==> src/rtl/if_fetch_unit.sv <==
// Instruction fetch unit: owns the PC, issues pipelined word fetches and buffers results in a prefetch queue.
// Define IF_ALIGN_CHECK_EN to turn misaligned redirect targets into a fault entry (id_exc) instead of aligning them.
module if_fetch_unit #(
   parameter logic [31:0] RESET_PC = 32'h0000_0000,
   parameter int          DEPTH    = 4
) (
   input  logic        clk,
   input  logic        rst,
   input  logic        redirect_valid,
   input  logic [31:0] redirect_pc,
   output logic        imem_req_valid,
   input  logic        imem_req_ready,
   output logic [31:0] imem_req_addr,
   input  logic        imem_resp_valid,
   input  logic [31:0] imem_resp_data,
   output logic        id_valid,
   input  logic        id_ready,
   output logic [31:0] id_pc,
   output logic [31:0] id_inst
`ifdef IF_ALIGN_CHECK_EN
   ,
   output logic        id_exc
`endif
);

   localparam int          PW      = $clog2(DEPTH);
   localparam int          CW      = $clog2(DEPTH + 1);
   localparam logic [CW:0] DEPTH_C = (CW + 1)'(DEPTH);

   logic [31:0]      fetch_pc_q, fetch_pc_d;
   logic [PW-1:0]    head_q, head_d;
   logic [PW-1:0]    tail_q, tail_d;
   logic [PW-1:0]    fill_q, fill_d;
   logic [CW-1:0]    count_q, count_d;
   logic [CW-1:0]    unfilled_q, unfilled_d;
   logic [CW-1:0]    drop_q, drop_d;
   logic [31:0]      pc_mem_q   [DEPTH];
   logic [31:0]      inst_mem_q [DEPTH];
   logic [DEPTH-1:0] filled_q;

   logic             fire;
   logic             resp_drop;
   logic             resp_fill;
   logic             resp_any;
   logic             pop;
   logic             misalign;
   logic [31:0]      target_pc;

`ifdef IF_ALIGN_CHECK_EN
   logic             halt_q, halt_d;
   logic [DEPTH-1:0] exc_q;
`endif

   // Outstanding requests plus queued entries plus stale responses never exceed DEPTH.
   always_comb begin
      imem_req_valid = !rst && (({1'b0, count_q} + {1'b0, drop_q}) < DEPTH_C);
`ifdef IF_ALIGN_CHECK_EN
      if (halt_q) begin
         imem_req_valid = 1'b0;
      end
`endif
      imem_req_addr = fetch_pc_q;
   end

   always_comb begin
      fire      = imem_req_valid && imem_req_ready;
      resp_drop = imem_resp_valid && (drop_q != '0);
      resp_fill = imem_resp_valid && (drop_q == '0) && (unfilled_q != '0);
      resp_any  = resp_drop || resp_fill;
      pop       = id_valid && id_ready;
`ifdef IF_ALIGN_CHECK_EN
      target_pc = redirect_pc;
      misalign  = (redirect_pc[1:0] != 2'b00);
`else
      target_pc = redirect_pc & 32'hFFFF_FFFC;
      misalign  = 1'b0;
`endif
   end

   // Responses in flight at a redirect, including this cycle's fire, belong to the old stream.
   always_comb begin
      fetch_pc_d = fetch_pc_q;
      head_d     = head_q;
      tail_d     = tail_q;
      fill_d     = fill_q;
      count_d    = count_q;
      unfilled_d = unfilled_q;
      drop_d     = drop_q;
`ifdef IF_ALIGN_CHECK_EN
      halt_d     = halt_q;
`endif
      if (redirect_valid) begin
         fetch_pc_d = target_pc;
         head_d     = '0;
         tail_d     = '0;
         fill_d     = '0;
         count_d    = '0;
         unfilled_d = '0;
         drop_d     = drop_q + unfilled_q + CW'(fire) - CW'(resp_any);
`ifdef IF_ALIGN_CHECK_EN
         halt_d     = misalign;
         if (misalign) begin
            tail_d  = PW'(1);
            fill_d  = PW'(1);
            count_d = CW'(1);
         end
`endif
      end else begin
         if (fire) begin
            tail_d     = tail_q + PW'(1);
            fetch_pc_d = fetch_pc_q + 32'd4;
         end
         if (resp_drop) begin
            drop_d = drop_q - CW'(1);
         end
         if (resp_fill) begin
            fill_d = fill_q + PW'(1);
         end
         if (pop) begin
            head_d = head_q + PW'(1);
         end
         count_d    = count_q + CW'(fire) - CW'(pop);
         unfilled_d = unfilled_q + CW'(fire) - CW'(resp_fill);
      end
   end

   always_ff @(posedge clk) begin
      if (rst) begin
         fetch_pc_q <= RESET_PC;
         head_q     <= '0;
         tail_q     <= '0;
         fill_q     <= '0;
         count_q    <= '0;
         unfilled_q <= '0;
         drop_q     <= '0;
`ifdef IF_ALIGN_CHECK_EN
         halt_q     <= 1'b0;
`endif
      end else begin
         fetch_pc_q <= fetch_pc_d;
         head_q     <= head_d;
         tail_q     <= tail_d;
         fill_q     <= fill_d;
         count_q    <= count_d;
         unfilled_q <= unfilled_d;
         drop_q     <= drop_d;
`ifdef IF_ALIGN_CHECK_EN
         halt_q     <= halt_d;
`endif
      end
   end

   // Payload storage needs no reset; outputs are gated by the filled flags.
   always_ff @(posedge clk) begin
      if (fire) begin
         pc_mem_q[tail_q] <= fetch_pc_q;
      end
      if (resp_fill) begin
         inst_mem_q[fill_q] <= imem_resp_data;
      end
      if (redirect_valid && misalign) begin
         pc_mem_q[0]   <= target_pc;
         inst_mem_q[0] <= '0;
      end
   end

   always_ff @(posedge clk) begin
      if (rst) begin
         filled_q <= '0;
`ifdef IF_ALIGN_CHECK_EN
         exc_q    <= '0;
`endif
      end else if (redirect_valid) begin
         filled_q <= '0;
`ifdef IF_ALIGN_CHECK_EN
         exc_q    <= '0;
         if (misalign) begin
            filled_q[0] <= 1'b1;
            exc_q[0]    <= 1'b1;
         end
`endif
      end else begin
         if (fire) begin
            filled_q[tail_q] <= 1'b0;
`ifdef IF_ALIGN_CHECK_EN
            exc_q[tail_q]    <= 1'b0;
`endif
         end
         if (resp_fill) begin
            filled_q[fill_q] <= 1'b1;
         end
      end
   end

   always_comb begin
      id_valid = (count_q != '0) && filled_q[head_q];
      id_pc    = id_valid ? pc_mem_q[head_q]   : 32'h0;
      id_inst  = id_valid ? inst_mem_q[head_q] : 32'h0;
`ifdef IF_ALIGN_CHECK_EN
      id_exc   = id_valid && exc_q[head_q];
`endif
   end

endmodule

==> config.mk <==
export PLATFORM = sky130hd
export DESIGN_NAME = if_fetch_unit
export DESIGN_NICKNAME = d
export VERILOG_FILES = /design/src/rtl/if_fetch_unit.sv
export SDC_FILE = /design/constraint.sdc
export NUM_CORES = 1
export LEC_CHECK = 0
export CAP_MARGIN = 20
export CORE_UTILIZATION = 35
export CTS_CLUSTER_DIAMETER = 200
export DETAILED_ROUTE_END_ITERATION = 7
export HOLD_SLACK_MARGIN = 0.05
export PLACE_DENSITY = 0.68
export REMOVE_ABC_BUFFERS = 1
export SLEW_MARGIN = 0
export SYNTH_ARGS = -nofsm -noshare
export SYNTH_HDL_FRONTEND = slang
export SYNTH_SLANG_ARGS = --single-unit
==> constraint.sdc <==
create_clock -name clk -period 4.1 [get_ports clk]
set_clock_uncertainty 0.05 [all_clocks]
set_input_delay 1.025 -clock clk [delete_from_list [all_inputs] [get_ports clk]]
set_output_delay 1.025 -clock clk [all_outputs]
set_load 0.03 [all_outputs]
==> flow_metrics.py, run 1 <==
metrics = {
    "clock_network": {
        "ctsHoldBuffers": 0,
        "post_cts_buffers": 0,
        "clkSinkCount": 299,
        "clockRootBuffer": "clkbuf_16",
        "cts_max_level": 1,
        "cts_tree": "yes",
        "cts_resized": 0,
        "clock_path_buffers": 3,
        "worstSkewPairLatency_ns": 0.54,
        "cts.clk_slew.worst_paths_ns": 0.06,
        "cts_buffers": 30,
    },
    "die": {
        "die_h_um": 191,
        "io-pin-count": 168,
        "coreArea_um2": 34900,
        "rows": 68,
        "die_w_um": 191,
        "die-area_um2": 36600,
        "start_util": 0.360,
    },
    "timing": {
        "finalSetupViolCount": 0,
        "post-route-min-period_ns": 3.89,
        "tightest_slew_ns": 0.637,
        "min_period_over_period": 0.948,
        "fmax_mhz": 257,
        "slew_headroom": 0.575,
        "rsz0062_at_grt": "false",
        "hold_viol": 0,
        "drv_slew": 0,
        "setup_ws_ns": 0.212,
    },
    "drt": {
        "viasPerCell": 5.37,
        "drc": 0,
        "via_count": 7741,
        "routed_wl_um": 29800,
        "wl_per_cell_um": 20.7,
        "first_pass_iters": 5,
        "drtIter0Drc": 521,
        "ant_nets": 0,
    },
    "global_routing": {
        "overflow": 0,
        "grt_max_degree": 38,
        "antenna_found_initial": 1,
        "grt_pass1_wl_um": 45400,
        "top_usage_layer": "met2",
        "grt_util_met2": 0.258,
        "grt_util_met3": 0.0340,
        "first_global_vias": 7694,
        "track_usage": 0.163,
        "met1_usage": 0.231,
    },
    "yosys": {
        "yosys.area.top_type": "edfxtp_1",
        "syn_area_um2": 12500,
        "ys_async_sr_fraction": 0,
        "synthSimpleGateAreaFrac": 0.103,
        "synth_cell_type_count": 47,
        "seq_area_frac_synth": 0.675,
        "synth_cells": 792,
        "synth_top_family_by_area": "multiplexers",
        "synth_top_area_frac": 0.594,
        "synth_edf_count": 248,
        "synth.area.mux_share": 0.114,
        "ys.flop_type": "edfxtp_1",
        "synth_compound_area_frac": 0.0434,
        "ys_warn_count": 0,
        "synthTopCellsByArea": "edfxtp_1 59%, mux4_2 11%, dfxtp_1 8.1%",
        "synth_fa_ha_area_frac": 0.0253,
        "synth_area_per_cell_um2": 15.8,
        "synth_seq_cells": 299,
        "synthXorXnorAreaFrac": 0.0117,
    },
    "critical_path": {
        "cp_max_fo": 20,
        "crit_type": "flip-flop to primary output",
        "start_kind": "flip-flop",
        "required_ns": 3.02,
        "critPathArrivalTime_ns": 2.81,
        "crit_path_end_kind": "primary output",
    },
    "pwr": {
        "powerDensity_nw_per_um2": 425,
        "power_switching_mw": 1.50,
        "pwr-share-seq": 0.516,
        "switching_share": 0.223,
        "clockPowerShare": 0.399,
        "ir_worst_vdd_v": 0.000324,
        "p_leak_nw": 5.31,
        "intPower_mw": 5.21,
        "combPwrFrac": 0.085,
    },
    "cells_and_area": {
        "finalNetCount": 1056,
        "finalInstanceArea_um2": 15800,
        "layout-drive-gt1-share": 0.149,
        "diodes": 0,
        "seq_area_um2": 8470,
        "layout_commonest_cell": "edfxtp_1",
        "n_fill_cell": 3064,
        "syn_to_final_growth_pct": 25.7,
        "final_cell_mix": "248 x edfxtp_1, 160 x clkdlybuf4s50_1, 70 x and3_1",
        "multi_input_area_um2": 3750,
    },
    "place": {
        "routabilityCongestion": 0.784,
        "dpl.hpwl_um": 18400,
        "portBuffers": 161,
        "place_area_um2": 14800,
        "place_ws_ns": 0.255,
    },
    "worst_hold_path": {
        "min_path_type": "flip-flop to flip-flop",
    },
    "run": {
        "maxCapViolCount": 0,
    },
    "status": {
        "status": "completed",
    },
}
==> metrics by stage <==
| step | cells | setup TNS (ns) | util | power, mW | hold WS, ns |
|---|---|---|---|---|---|
| after floorplan | 740 | -34.62 | - | 3.81 | 0.401 |
| after global placement | 1386 | 0 | 0.424 | 4.08 | 0.413 |
| after detailed placement | 1386 | 0 | 0.424 | 4.09 | 0.424 |
| after CTS | 1442 | 0 | 0.452 | 6.77 | 0.436 |
| after global routing | 1442 | 0 | 0.452 | 6.93 | 0.470 |
| final | 1442 | 0 | 0.452 | 6.70 | 0.432 |
==> final timing paths <==
kind                                   from  cells after the start           to  slack, ns
worst min register to register  filled_q[2]                      2  filled_q[2]       0.43
worst max register to register   count_q[0]                     10   count_q[2]       0.98
worst min-delay path            filled_q[2]                      2  filled_q[2]       0.43
worst max-delay path              head_q[0]                      4     id_pc[6]       0.21
==> registers in the layout, indices dropped and copies added (netlist names), named ones only <==
name           flops
unfilled_q         3
filled_q           4
inst_mem_q       128
head_q             2
fill_q             2
tail_q             2
count_q            3
pc_mem_q         120
imem_req_addr     30
drop_q             3
==> power groups by stage <==
stage                     Sequential [mW]  Combinational [mW]  Clock [mW]
after global routing                 3.47               0.624        2.84
after global placement               3.51               0.560           0
final                                3.46               0.573        2.67
after detailed placement             3.52               0.566           0
after CTS                            3.46               0.575        2.74
after floorplan                      3.53               0.281           0
==> logic make-up (layout without fill, tap and decap cells) <==
| kind of cell | after synthesis | count (layout) |
|---|---|---|
| flops | 299 | 299 |
| simple gates | 228 | 228 |
| buf+inv | 86 | 278 |
| compound gates | 76 | 76 |
| mux | 64 | 64 |
| fa+ha+maj | 23 | 23 |
| xor+xnor | 15 | 15 |
| other cells | 1 | 4 |
==> synth_stat cells (3+ instances only) <==
| library cell | n |
|---|---|
| or3_1 | 9 |
| and4_1 | 10 |
| inv_1 | 30 |
| a311oi_1 | 13 |
| nand3_1 | 14 |
| and3_1 | 70 |
| and2_1 | 6 |
| xor2_1 | 4 |
| o21ai_0 | 18 |
| nor4_1 | 10 |
| nand2_1 | 24 |
| o31ai_1 | 10 |
| mux4_2 | 63 |
| nor3_1 | 3 |
| clkbuf_1 | 41 |
| nor2_1 | 44 |
| a21oi_1 | 8 |
| nor2b_1 | 5 |
| edfxtp_1 | 248 |
| or4_1 | 10 |
| ha_1 | 19 |
| buf_1 | 9 |
| nand4_1 | 16 |
| dfxtp_1 | 51 |
| a211oi_1 | 12 |
| xnor2_1 | 10 |
| fa_1 | 4 |
| nand2b_1 | 3 |
| buf_4 | 4 |
==> worst max-delay path, stage by stage (launching register included) <==
cell             delay (ns)
dfxtp_1                0.39
mux4_2                 0.79
buf_4                  0.29
and3_1                 0.18
clkdlybuf4s50_1        0.61
==> layout make-up <==
type	instances	share of cell area
sequential	299	0.538
tap	455	0.0361
inverter	31	0.00738
clock buffer	36	0.0504
timing repair buffer	191	0.120
clock inverter	20	0.0109
multi-input combinational	410	0.238
==> routing by layer <==
layer  vias up  routed length, um
met5         -                 13
met4         2                441
met3        37               2500
met2       329              13500
met1      3889              13400
li1       3484                  -
(Power assumes the default switching activity.)
==> inputs of run 2 (changes only) <==
Settings changed: CORE_UTILIZATION 35 to 50, PLACE_DENSITY 0.68 to 0.88, REMOVE_ABC_BUFFERS 1 to unset, SETUP_SLACK_MARGIN set to 0.3.
==> flow_metrics.py, run 2 (synthesis results as in run 1) <==
metrics = {
    "die": {
        "coreArea_um2": 24500,
        "die-area_um2": 25700,
        "die_w_um": 160,
        "rows": 57,
        "start_util": 0.513,
        "die_h_um": 160,
        "io-pin-count": 168,
    },
    "run": {
        "maxCapViolCount": 0,
    },
    "drt": {
        "via_count": 7886,
        "drtIter0Drc": 532,
        "wl_per_cell_um": 21.5,
        "routed_wl_um": 28200,
        "viasPerCell": 6.01,
        "ant_nets": 0,
        "first_pass_iters": 5,
        "drc": 0,
    },
    "cells_and_area": {
        "largest-register": "inst_mem_q",
        "largest_reg_flops": 128,
        "layout-drive-gt1-share": 0.153,
        "final_cell_mix": "248 x edfxtp_1, 160 x clkdlybuf4s50_1, 70 x and3_1",
        "syn_to_final_growth_pct": 24.6,
        "final_util": 0.639,
        "post_layout_nonfiller_instances": 1312,
        "diodes": 0,
        "finalNetCount": 1058,
        "layout_commonest_cell": "edfxtp_1",
        "n_fill_cell": 1681,
    },
    "global_routing": {
        "grt_util_met2": 0.376,
        "grt_max_degree": 41,
        "track_usage": 0.221,
        "first_global_vias": 7888,
        "met1_usage": 0.294,
        "antenna_found_initial": 2,
        "top_usage_layer": "met2",
        "grt_pass1_wl_um": 43800,
        "grt_util_met3": 0.0398,
        "overflow": 0,
    },
    "critical_path": {
        "crit_path_end_kind": "primary output",
        "crit_chain": "mux4_2, buf_4, and3_1, clkdlybuf4s50_1",
        "critPathArrivalTime_ns": 2.61,
        "cp_num_buf_inv": 2,
        "cp_max_fo": 23,
        "cp_num_cells": 4,
        "required_ns": 3.02,
        "slowest_delay_ns": 0.63,
        "start_kind": "flip-flop",
        "cpLargestDelayFamily": "buffers and inverters",
        "r2r_slack_ns": 0.99,
        "crit_start": "head_q[0]",
        "crit_type": "flip-flop to primary output",
        "rr_startpoint": "drop_q[0]",
        "crit_slowest_cell": "mux4_2",
        "r2r_end": "drop_q[2]",
        "endpoint": "id_pc[29]",
        "r2r_cells": 13,
    },
    "clock_network": {
        "clkSinkCount": 299,
        "clock_path_buffers": 3,
        "clockRootBuffer": "clkbuf_16",
        "cts_buffers": 30,
        "ctsHoldBuffers": 0,
        "cts_tree": "yes",
        "cts_max_level": 1,
        "worstSkewPairLatency_ns": 0.55,
        "cts.clk_slew.worst_paths_ns": 0.06,
    },
    "pwr": {
        "p_leak_nw": 5.32,
        "ir_worst_vdd_v": 0.000362,
        "powerDensity_nw_per_um2": 431,
        "finalPower_mw": 6.73,
    },
    "timing": {
        "slew_headroom": 0.564,
        "fmax_mhz": 272,
        "post-route-min-period_ns": 3.68,
        "rsz0062_at_grt": "false",
        "finalSetupViolCount": 0,
        "hold_viol": 0,
        "drv_slew": 0,
        "min_period_over_period": 0.898,
        "fin_setup_tns_ns": 0,
        "tightest_slew_ns": 0.649,
    },
    "place": {
        "placed_cells": 1255,
        "dpl.hpwl_um": 17600,
        "routabilityCongestion": 0.898,
        "portBuffers": 161,
    },
    "worst_hold_path": {
        "min_path_type": "flip-flop to flip-flop",
    },
    "status": {
        "status": "completed",
    },
}
## run 2: layout make-up
cell class	count	area (um^2)	area share
multi-input cells	410	3750	0.240
repair buffers	193	1900	0.122
inverters	31	116	0.00744
well taps	324	405	0.0259
clock buffers	36	773	0.0495
clock inverters	19	210	0.0134
flip-flops and latches	299	8470	0.542
## run 2: layer usage
metal  part of all wire  wire (um)
met1               0.40      11200
met2               0.50      14000
met3              0.087       2460
met4              0.019        549
met5            0.00046         13
## run 2: how the worst min path moves through the flow
stage,startpoint,end,depth (start not counted)
2_1_floorplan,filled_q[2],filled_q[2],2
4_1_cts,filled_q[2],filled_q[2],2
6_report,filled_q[1],filled_q[1],2
3_5_place_dp,filled_q[2],filled_q[2],2
5_1_grt,filled_q[1],filled_q[1],2
3_3_place_gp,filled_q[2],filled_q[2],2
## run 2: power by group
| group | internal, mW | switching [mW] | leakage [nW] |
|---|---|---|---|
| combinational | 0.263 | 0.297 | 2.17 |
| sequential | 3.38 | 0.0862 | 2.68 |
| clock | 1.59 | 1.11 | 0.473 |
## run 2: through the flow
stage          cell area [um^2]  hold WS [ns]  setup slack [ns]
6_report                  15600         0.432             0.418
5_1_grt                   15600         0.443             0.335
4_1_cts                   15600         0.427             0.396
3_5_place_dp              14600         0.416             0.223
3_3_place_gp              14600         0.408             0.309
2_1_floorplan             12600         0.401            0.0972
## run 2: timing repair
item                       4_1_cts  5_1_grt
buffers inserted                 2        0
hold endpoints to repair         0        0
setup endpoints to repair       60        0
resized for setup                1        0
## run 2: worst reg2reg max path, cell delays in order (launching register included)
cell,delay (ns)
dfxtp_1,0.35
inv_1,0.11
ha_1,0.21
nand2b_1,0.15
nor3b_1,0.09
nand2b_1,0.15
ha_1,0.28
inv_1,0.05
fa_1,0.40
fa_1,0.38
xor3_1,0.36
a32oi_1,0.19
xor2_1,0.18
nor2_1,0.05
==> inputs of run 3 (changes only) <==
Settings changed: SLEW_MARGIN 0 to unset.
==> results of run 3 <==
The final DEF is identical to that of run 2; final timing and power are the same.
